$ cat src/rtl/tdc_capture_ctrl_pkg.sv
// Shared constants for the TDC capture controller: default widths and FSM state encoding.
package tdc_capture_ctrl_pkg;

  localparam int unsigned DEF_COARSE_W    = 24;
  localparam int unsigned DEF_FINE_W      = 6;
  localparam int unsigned DEF_SYNC_STAGES = 2;
  localparam int unsigned DEF_DEAD_CYCLES = 4;
  localparam int unsigned DEF_MISS_W      = 8;
  localparam int unsigned TS_W            = DEF_COARSE_W + DEF_FINE_W;

  localparam int unsigned STATE_W = 3;

  localparam logic [STATE_W-1:0] ST_IDLE    = 3'd0;
  localparam logic [STATE_W-1:0] ST_ARMED   = 3'd1;
  localparam logic [STATE_W-1:0] ST_SAMPLE  = 3'd2;
  localparam logic [STATE_W-1:0] ST_CAPTURE = 3'd3;
  localparam logic [STATE_W-1:0] ST_HOLD    = 3'd4;
  localparam logic [STATE_W-1:0] ST_DEAD    = 3'd5;

  // A measurement is in flight in every state except IDLE and ARMED.
  function automatic logic is_busy(input logic [STATE_W-1:0] st);
    return !((st == ST_IDLE) || (st == ST_ARMED));
  endfunction

endpackage

$ cat src/rtl/tdc_capture_ctrl_edge_sync.sv
// Multi-flop synchroniser for an asynchronous input with a rising-edge detect.
module tdc_capture_ctrl_edge_sync #(
  parameter int unsigned STAGES = 2
) (
  input  logic clk,
  input  logic rst_n,
  input  logic async_in,
  output logic rise_c
);

  logic [STAGES-1:0] sync_q;
  logic              prev_q;

  // Shift chain; sync_q[STAGES-1] is the first metastability-safe copy.
  always_ff @(posedge clk or negedge rst_n) begin
    if (!rst_n) begin
      sync_q <= '0;
      prev_q <= 1'b0;
    end else begin
      sync_q <= {sync_q[STAGES-2:0], async_in};
      prev_q <= sync_q[STAGES-1];
    end
  end

  assign rise_c = sync_q[STAGES-1] & ~prev_q;

endmodule

$ cat src/rtl/tdc_capture_ctrl.sv
// Sequences one TDC measurement: edge detect, delay-line sample strobe, coarse/fine latch,
// timestamp handoff on a valid/ready stream, dead time and missed-edge counting.
module tdc_capture_ctrl
  import tdc_capture_ctrl_pkg::*;
#(
  parameter int unsigned COARSE_W    = DEF_COARSE_W,
  parameter int unsigned FINE_W      = DEF_FINE_W,
  parameter int unsigned SYNC_STAGES = DEF_SYNC_STAGES,
  parameter int unsigned DEAD_CYCLES = DEF_DEAD_CYCLES,
  parameter int unsigned MISS_W      = DEF_MISS_W
) (
  input  logic                       clk,
  input  logic                       rst_n,
  input  logic                       arm,
  input  logic                       signal_in,
  input  logic [FINE_W-1:0]          fine_count,
  output logic                       sample,
  output logic                       ts_valid,
  input  logic                       ts_ready,
  output logic [COARSE_W+FINE_W-1:0] ts_data,
  output logic                       busy,
  output logic [MISS_W-1:0]          missed
);

  localparam int unsigned DEAD_W = (DEAD_CYCLES > 1) ? $clog2(DEAD_CYCLES) : 1;

  logic                       rise_c;
  logic [STATE_W-1:0]         state_q, state_d;
  logic [COARSE_W-1:0]        coarse_q;
  logic [COARSE_W-1:0]        coarse_lat_q, coarse_lat_d;
  logic [DEAD_W-1:0]          dead_cnt_q, dead_cnt_d;
  logic [MISS_W-1:0]          missed_d;
  logic [COARSE_W+FINE_W-1:0] ts_data_d;
  logic                       sample_d, ts_valid_d, busy_d;

  tdc_capture_ctrl_edge_sync #(
    .STAGES (SYNC_STAGES)
  ) u_edge_sync (
    .clk      (clk),
    .rst_n    (rst_n),
    .async_in (signal_in),
    .rise_c   (rise_c)
  );

  // Free-running coarse time base; wraps silently.
  always_ff @(posedge clk or negedge rst_n) begin
    if (!rst_n) coarse_q <= '0;
    else        coarse_q <= coarse_q + COARSE_W'(1);
  end

  always_ff @(posedge clk or negedge rst_n) begin
    if (!rst_n) begin
      state_q      <= ST_IDLE;
      coarse_lat_q <= '0;
      dead_cnt_q   <= '0;
      missed       <= '0;
      ts_data      <= '0;
      sample       <= 1'b0;
      ts_valid     <= 1'b0;
      busy         <= 1'b0;
    end else begin
      state_q      <= state_d;
      coarse_lat_q <= coarse_lat_d;
      dead_cnt_q   <= dead_cnt_d;
      missed       <= missed_d;
      ts_data      <= ts_data_d;
      sample       <= sample_d;
      ts_valid     <= ts_valid_d;
      busy         <= busy_d;
    end
  end

  // Next state plus next value of every registered output.
  always_comb begin
    state_d      = state_q;
    coarse_lat_d = coarse_lat_q;
    dead_cnt_d   = dead_cnt_q;
    missed_d     = missed;
    ts_data_d    = ts_data;
    ts_valid_d   = ts_valid;
    sample_d     = 1'b0;

    case (state_q)
      ST_IDLE: begin
        if (arm) state_d = ST_ARMED;
      end
      ST_ARMED: begin
        if (rise_c) begin
          state_d      = ST_SAMPLE;
          coarse_lat_d = coarse_q;
          sample_d     = 1'b1;
        end else if (!arm) begin
          state_d = ST_IDLE;
        end
      end
      ST_SAMPLE: begin
        state_d = ST_CAPTURE;
      end
      ST_CAPTURE: begin
        ts_data_d  = {coarse_lat_q, fine_count};
        ts_valid_d = 1'b1;
        state_d    = ST_HOLD;
      end
      ST_HOLD: begin
        if (ts_ready) begin
          ts_valid_d = 1'b0;
          dead_cnt_d = DEAD_W'(DEAD_CYCLES - 1);
          state_d    = ST_DEAD;
        end
      end
      ST_DEAD: begin
        if (dead_cnt_q == '0) state_d = arm ? ST_ARMED : ST_IDLE;
        else                  dead_cnt_d = dead_cnt_q - DEAD_W'(1);
      end
      default: begin
        state_d = ST_IDLE;
      end
    endcase

    // Edges seen outside ARMED are lost; count them, sticking at all-ones.
    if (rise_c && (state_q != ST_ARMED) && (missed != '1)) begin
      missed_d = missed + MISS_W'(1);
    end

    busy_d = is_busy(state_d);
  end

endmodule

$ cat config.mk
export PLATFORM = sky130hd
export DESIGN_NAME = tdc_capture_ctrl
export DESIGN_NICKNAME = d
export VERILOG_FILES = /design/src/rtl/tdc_capture_ctrl_pkg.sv /design/src/rtl/tdc_capture_ctrl_edge_sync.sv /design/src/rtl/tdc_capture_ctrl.sv
export SDC_FILE = /design/constraint.sdc
export NUM_CORES = 1
export LEC_CHECK = 0
export ABC_CLOCK_PERIOD_IN_PS = 1700
export CORE_MARGIN = 2
export CORE_UTILIZATION = 49
export DETAILED_ROUTE_END_ITERATION = 7
export PLACE_DENSITY = 0.73
export SLEW_MARGIN = 20
export SYNTH_ARGS = -nofsm -noshare
export SYNTH_HDL_FRONTEND = slang
export SYNTH_SLANG_ARGS = --single-unit
$ cat constraint.sdc
create_clock -name clk -period 1.7 [get_ports clk]
set_clock_uncertainty 0.15 [all_clocks]
set_input_delay 0.51 -clock clk [delete_from_list [all_inputs] [get_ports clk]]
set_output_delay 0.51 -clock clk [all_outputs]
set_load 0.005 [all_outputs]
==> results.txt, run 1 <==
----------------------------------------------------
[Clocking]
  Clock root cell ... clkbuf_8
  TritonCTS clock tree ... built
  H-Tree Depth ... 3
  Clock transition at the registers of the reported paths ... around 100 ps
  Number of clock sinks seen by CTS ... 97
  Worst-case clock buffer depth ... 2
  Insertion delay of the later-clocked pin in the worst-skew pair ... ~360 ps
  Total clock buffers created by CTS ... 9

[Synth]
  Post-synthesis sequential element count ... between 90 and 100
  Cells after Synth ... between 200 and 300
  Yosys cell types ... 32
  Count of flip-flops with a built-in enable after synthesis ... 0
  Portion of the post-synthesis area used by sequential elements ... 0.621
  Syn_nets ... around 290
  Most used DFF post-synth ... dfrtp_1
  Synth Area per Inst ... approximately 14 um^2
  Post-synth ARST share ... 1.00
  Dominant cells by area after synthesis ... dfrtp_1 (62%), mux2_1 (13%), xnor2_1 (4.3%), mux2_2 (2.9%), nand2_1 (1.8%)
  Yosys top cell area share ... 0.621
  Summed instance area of the synthesized netlist ... roughly 0.0039 mm^2
  Synth warn ... 0
  Synth area leader ... dfrtp_1

[Die]
  Number of rows in the core area ... 32
  Core Area ... 0.00773 mm^2
  Die height ... 93.3 um
  I/O pin total ... between 50 and 60
  Die width ... 93.3 um
  Initial cell density of the core ... 0.506
  Total die area ... roughly 0.0087 mm^2

[Placed design]
  Post-DP HPWL ... 4.36 mm
  Input/output buffers ... 51
  Worst slack at placement ... -63.7 ps
  Gp weighted congestion ... 0.832

[Timing]
  Setup-failing EPs final ... 3
  Setup TNS Final ... -95.1 ps
  Final critical-path setup slack ... -59.3 ps
  Relative max-transition margin ... 0.759
  Post-route clock period utilization ... 1.03
  Final hold slack ... around 210 ps
  Final Max Slew Viols ... 0
  RSZ-0062 raised after global routing ... true
  Min cycle time layout ... ~1800 ps
  Slew at the pin closest to its max-slew limit ... about 360 ps
  Max Freq ... 568 MHz
  Number of failing hold endpoints at the final stage ... 0

[Min path]
  Hold Path Origin ... u_edge_sync.sync_q[0]$_DFF_PN0_
  Min-delay worst type ... reg2reg

[Cells and area]
  Ratio of cells with drive above 1 in the final layout ... 0.225
  Utilization after layout ... 0.671
  Final-layout fill cell count ... 591
  Layout Area Growth over Synthesis ... 32.7%
  Number of nets at the end of the flow ... between 300 and 400
  Ant diodes ... 0

[Setup path]
  Data required time at the worst endpoint ... around 1800 ps
  Worst Setup End Kind ... flip-flop
  Worst reg2reg path depth ... 4
  Terminus of the critical flop-to-flop path ... missed[1]$_DFFE_PN0P_
  Sort of element at the start of the critical path ... flip-flop
  Critical path class ... reg2reg
  Critical path arrival ... 1860 ps
  Destination of the critical timing path ... missed[1]$_DFFE_PN0P_
  Critical Path Source ... missed[6]$_DFFE_PN0P_
  RR Startpoint ... missed[6]$_DFFE_PN0P_
  CP Max Fanout ... 6
  Register-to-register setup slack ... -60 ps

[Power and ir drop]
  Max rail drop VDD ... ~830 uV
  Total power divided by cell area ... 1250 mW/mm^2
  Leak pwr ... 2.61 nW

[Drt]
  Vias after detailed routing ... 2463
  Routed vias/inst ... ~5.0
  DRT iter0 DRCs ... 90
  ANT nets after route ... 0
  Number of remaining DRC errors ... 0
  Final WL ... around 6.5 mm
  WL per Instance ... between 10 and 15 um
  First-pass iteration count of the detailed router ... 4

[Status]
  Outcome ... complete, but fails checks
  Violations in the final reports ... negative setup slack

[Flow run]
  Number of max-cap violations ... 0

[Global routing]
  Total overflow reported by the global router ... 0
  Aggregate global-route resource usage ... 0.172
  Maximum number of pins on one net before global-route repair ... slightly below 50
  First-pass GRT wire length ... 11.7 mm
  Number of antenna violations at the first check in global routing ... 0
  Vias in the first global route ... 2573

----------------------------------------------------
[logic make-up after synthesis]
family | Yosys count | synth area share
flops | 97 | 0.621
buf+inv | 11 | 0.0125
compound gates | 13 | 0.0221
simple gates | 71 | 0.108
mux | 58 | 0.166
fa+ha+maj | 3 | 0.00960
xor+xnor | 27 | 0.0605
[metal layers]
metal,track usage,wire length (um),part of all wire
met5,0,0,0
met4,0.0699,129,0.020
met3,0.0443,283,0.043
met2,0.266,3000,0.46
met1,0.233,3100,0.48
[final cells by class]
cell class	count	area, um^2	share of cell area
timing repair buffer	96	893	0.172
clock buffer	9	124	0.0239
clock inverter	7	125	0.0241
tap	102	128	0.0246
multi-input combinational	172	1470	0.283
inverter	5	18.8	0.00362
sequential	97	2430	0.469
[cells in the final DEF (no fill, tap or decap), drive strengths merged, types with 4 or more instances in the layout]
cell           Yosys  routed
dlygate4sd2        0      12
clkdlybuf4s15      0      27
buf                6      47
nor2b              5       5
nand4              6       6
xnor2             19      19
nand2             20      20
clkbuf             0       9
and3               5       5
clkdlybuf4s50      0       9
inv                5       7
and4               4       4
xor2               8       8
nand3             11      11
mux2              56      56
a21oi              4       4
dfrtp             97      97
nor2              10      10
[sequential cells by signal (all words and copies together) (netlist names)]
name and flops:
u_edge_sync.prev_q 1, dead_cnt_q 2, state_q 3, missed 8, u_edge_sync.sync_q 2, coarse_q 24, ts_valid 1, ts_data 30
busy 1, coarse_lat_q 24, sample 1
[report_power, final]
group | total, W | internal, W | switching, W
clock network | 0.00180 | 0.000992 | 0.000803
logic | 0.00182 | 0.00104 | 0.000778
registers | 0.00286 | 0.00266 | 0.000202
[how the worst min path moves through the flow]
stage                                            to  cells past startpoint
floorplan                            busy$_DFF_PN0_                      0
global placement          dead_cnt_q[1]$_DFFE_PN0P_                      1
detailed placement        dead_cnt_q[1]$_DFFE_PN0P_                      1
CTS                 u_edge_sync.sync_q[1]$_DFF_PN0_                      0
global route        u_edge_sync.sync_q[1]$_DFF_PN0_                      0
finish              u_edge_sync.sync_q[1]$_DFF_PN0_                      0
[per-stage QoR]
step / instances / cell area [um^2] / power [W]
floorplan: 280 / 3930 / 0.00375
global placement: 450 / 4770 / 0.00458
detailed placement: 450 / 4770 / 0.00462
CTS: 483 / 5110 / 0.00647
global route: 488 / 5190 / 0.00687
finish: 488 / 5190 / 0.00647
[worst max-delay path: stages, from the launching register on]
cell and delay (ps):
dfrtp_1 400, buf_4 150, and4_1 240, a211oi_4 380
mux2_4 340
[synthesized netlist by cell type (2+ instances only)]
cell	n
a21oi_1	4
and3_1	5
and4_1	4
buf_2	6
dfrtp_1	97
ha_1	3
inv_1	5
mux2_1	46
mux2_2	10
mux2i_1	2
nand2_1	19
nand2b_1	3
nand3_1	11
nand4_1	4
nor2_1	10
nor2b_1	5
nor3_1	3
nor4_4	2
o21ai_0	3
xnor2_1	19
xor2_1	8
[timing repair]
| item | in CTS | in global routing |
|---|---|---|
| hold endpoints to repair | 3 | 0 |
| setup buffers | 16 | 5 |
| endpoints found under the setup margin | 45 | 71 |
| hold buffers | 1 | 0 |
| gates cloned | 0 | 0 |
| pin swaps | 4 | 5 |
| resized for setup | 54 | 28 |
(Power assumes the default switching activity.)
==> inputs of run 2 (changes only) <==
--- a/config.mk
+++ b/config.mk
@@ -5,11 +5,11 @@
 export SDC_FILE = /design/constraint.sdc
 export NUM_CORES = 1
 export LEC_CHECK = 0
-export ABC_CLOCK_PERIOD_IN_PS = 1700
+export ABC_CLOCK_PERIOD_IN_PS = 1800
 export CORE_MARGIN = 2
-export CORE_UTILIZATION = 49
+export CORE_UTILIZATION = 54
 export DETAILED_ROUTE_END_ITERATION = 7
-export PLACE_DENSITY = 0.73
+export PLACE_DENSITY = 0.77
 export SLEW_MARGIN = 20
 export SYNTH_ARGS = -nofsm -noshare
 export SYNTH_HDL_FRONTEND = slang
==> constraint.sdc (replaced) <==
create_clock -name clk -period 1.8 [get_ports clk]
set_clock_uncertainty 0.15 [all_clocks]
set_input_delay 0.54 -clock clk [delete_from_list [all_inputs] [get_ports clk]]
set_output_delay 0.54 -clock clk [all_outputs]
set_load 0.005 [all_outputs]
==> results.txt, run 2 (synthesis gave the netlist of run 1 again) <==
----------------------------------------------------
[Status]
  Outcome ... finished, final reports clean

[Global routing]
  Aggregate global-route resource usage ... 0.190 (+0.0183)
  Total overflow reported by the global router ... 0 (unchanged)
  Maximum number of pins on one net before global-route repair ... 40 (-18%)
  Vias in the first global route ... 2459 (-4.4%)
  Number of antenna violations at the first check in global routing ... 0 (unchanged)
  First-pass GRT wire length ... 11.5 mm (-1.6%)

[Cells and area]
  Ratio of cells with drive above 1 in the final layout ... 0.190 (-0.0355)
  Layout Area Growth over Synthesis ... 27.6%
  Final-layout fill cell count ... 536 (-9.3%)
  Design Area, Final ... 0.00499 mm^2 (-3.8%)
  Ant diodes ... 0 (unchanged)
  Top register by number of flip-flops ... ts_data
  Number of flip-flops under the largest register name ... 30 (unchanged)
  Leading cell types in the layout, fill and taps excluded ... dfrtp_1 (96), mux2_1 (46), dlygate4sd2_1 (39), buf_4 (28)
  Biggest regs ... ts_data: 30 flops, coarse_lat_q: 24 flops, coarse_q: 24 flops
  Number of nets at the end of the flow ... 383 (-3.0%)
  Most common cell after layout, fill and taps aside ... dfrtp_1

[Setup path]
  Critical path class ... reg2reg
  Worst path cell trace ... buf_6 > ha_4 > and3_4 > a211oi_4 > buf_4 > mux2_4
  Register-to-register setup slack ... 9 ps (+70 ps)
  Worst reg2reg path depth ... 6 (+2)
  Critical Path Source ... missed[1]$_DFFE_PN0P_
  Worst Setup End Kind ... flip-flop
  Data required time at the worst endpoint ... 1890 ps (+90 ps)
  Terminus of the critical flop-to-flop path ... missed[1]$_DFFE_PN0P_
  Longest individual stage delay on the worst path ... 410 ps (about the same)
  Sort of element at the start of the critical path ... flip-flop
  CP Max Fanout ... 3 (-3)
  Critical path arrival ... 1880 ps (+20 ps)
  Crit-path slowest cell ... dfrtp_1
  RR Startpoint ... missed[1]$_DFFE_PN0P_
  Destination of the critical timing path ... missed[1]$_DFFE_PN0P_

[Clocking]
  H-Tree Depth ... 3 (unchanged)
  TritonCTS clock tree ... built
  Clock transition at the registers of the reported paths ... 90 ps (about the same)
  Worst-case clock buffer depth ... 2 (unchanged)
  Number of clock sinks seen by CTS ... 97 (unchanged)
  Insertion delay of the later-clocked pin in the worst-skew pair ... 350 ps (about the same)
  Clock root cell ... clkbuf_8
  Total clock buffers created by CTS ... 9 (unchanged)

[Drt]
  First-pass iteration count of the detailed router ... 4 (unchanged)
  ANT nets after route ... 0 (unchanged)
  Final WL ... 6.78 mm (+4.2%)
  Number of remaining DRC errors ... 0 (unchanged)
  DRT iter0 DRCs ... 97 (+7.8%)
  Vias after detailed routing ... 2477 (+0.57%)
  WL per Instance ... 14.3 um (+7.5%)
  Routed vias/inst ... 5.24 (+3.8%)

[Die]
  Core Area ... 0.00714 mm^2 (-7.6%)
  Die width ... 89.1 um (-4.5%)
  I/O pin total ... 52 (unchanged)
  Initial cell density of the core ... 0.548 (+0.0419)
  Number of rows in the core area ... 31 (-3.1%)
  Die height ... 89.1 um (-4.5%)
  Total die area ... 0.00794 mm^2 (-8.9%)

[Timing]
  Final Max Slew Viols ... 0 (unchanged)
  RSZ-0062 raised after global routing ... true
  Number of failing hold endpoints at the final stage ... 0 (unchanged)
  Max Freq ... 558 MHz (-1.8%)
  Relative max-transition margin ... 0.755 (-0.00443)
  Final hold slack ... 219 ps (+12.3 ps)
  Min cycle time layout ... 1790 ps (+31.7 ps)
  Final critical-path setup slack ... 9.02 ps (+68.3 ps)
  Setup-failing EPs final ... 0 (-3)
  Post-route clock period utilization ... 0.995 (-0.0399)
  Slew at the pin closest to its max-slew limit ... 367 ps (+8.59 ps)

[Power and ir drop]
  Total power divided by cell area ... 1150 mW/mm^2 (-7.9%)
  Leak pwr ... 2.58 nW (-0.99%)
  Max rail drop VDD ... 735 uV (-11%)

[Placed design]
  Post-DP HPWL ... 4.48 mm (+2.9%)
  Input/output buffers ... 51 (unchanged)
  Total cell area at the placement stage ... 0.00468 mm^2 (-1.8%)
  Gp weighted congestion ... 0.781 (-6.1%)
  Worst slack at placement ... -0.622 ps (+63.1 ps)

[Min path]
  Min-delay worst type ... reg2reg

[Flow run]
  Number of max-cap violations ... 0 (unchanged)

----------------------------------------------------
## run 2: changes by cell type in the layout (fill, tap and decap cells not counted), sizes merged, moves of 3 or more
cell / change
clkdlybuf4s15: -27
dlygate4sd2: +27
clkbuf: +3
buf: -14
## run 2: worst min path at each step
stage,startpoint,to,depth (start not counted)
6_report,u_edge_sync.sync_q[0]$_DFF_PN0_,u_edge_sync.sync_q[1]$_DFF_PN0_,0
2_1_floorplan,rst_n,busy$_DFF_PN0_,0
3_3_place_gp,u_edge_sync.sync_q[0]$_DFF_PN0_,u_edge_sync.sync_q[1]$_DFF_PN0_,0
4_1_cts,u_edge_sync.sync_q[0]$_DFF_PN0_,u_edge_sync.sync_q[1]$_DFF_PN0_,0
3_5_place_dp,u_edge_sync.sync_q[0]$_DFF_PN0_,u_edge_sync.sync_q[1]$_DFF_PN0_,0
5_1_grt,u_edge_sync.sync_q[0]$_DFF_PN0_,u_edge_sync.sync_q[1]$_DFF_PN0_,0
## run 2: repair_timing
action	4_1_cts	5_1_grt
buffers inserted	14	3
pin swaps	3	5
hold buffers	1	0
gates resized for setup	48	4
hold endpoints to repair	22	0
setup endpoints to repair	42	16
## run 2: worst max-delay path, delay by kind of cell (launching register included)
family / cells / cell delay [ps]
buffers and inverters: 2 / 290
adders and majority gates: 1 / 150
AOI/OAI and AO/OA: 1 / 240
muxes: 1 / 290
and+or+nand+nor: 1 / 160
DFF: 1 / 410
## run 2: per-stage QoR
stage | cells | power [W] | setup TNS (ps) | util
floorplan | 280 | 0.00352 | 0 | -
global placement | 439 | 0.00425 | 0 | 0.656
detailed placement | 439 | 0.00433 | -0.622 | 0.656
CTS | 470 | 0.00578 | 0 | 0.697
global route | 473 | 0.00608 | -80.8 | 0.699
finish | 473 | 0.00574 | 0 | 0.699
## run 2: final cells by class
cell class	instances	area, um^2	area share
Clock buffer	10	128	0.0256
Clock inverter	6	73.8	0.0148
Inverter	5	18.8	0.00376
Multi-Input combinational cell	172	1470	0.294
Sequential cell	97	2430	0.487
Tap cell	99	124	0.0248
Timing Repair Buffer	84	753	0.151
## run 2: report_power, final
group / internal, W / leakage, nW / switching [W] / total (W)
logic: 0.000898 / 1.21 / 0.000731 / 0.00163
clock network: 0.000662 / 0.0954 / 0.000756 / 0.00142
registers: 0.00251 / 1.28 / 0.000183 / 0.00269
## run 2: layer usage
layer	GRT usage	vias to the layer above	wire, um
li1	-	1153	-
met1	0.254	1259	3050
met2	0.302	53	3360
met3	0.0591	12	269
met4	0.0583	0	102
met5	0	-	0
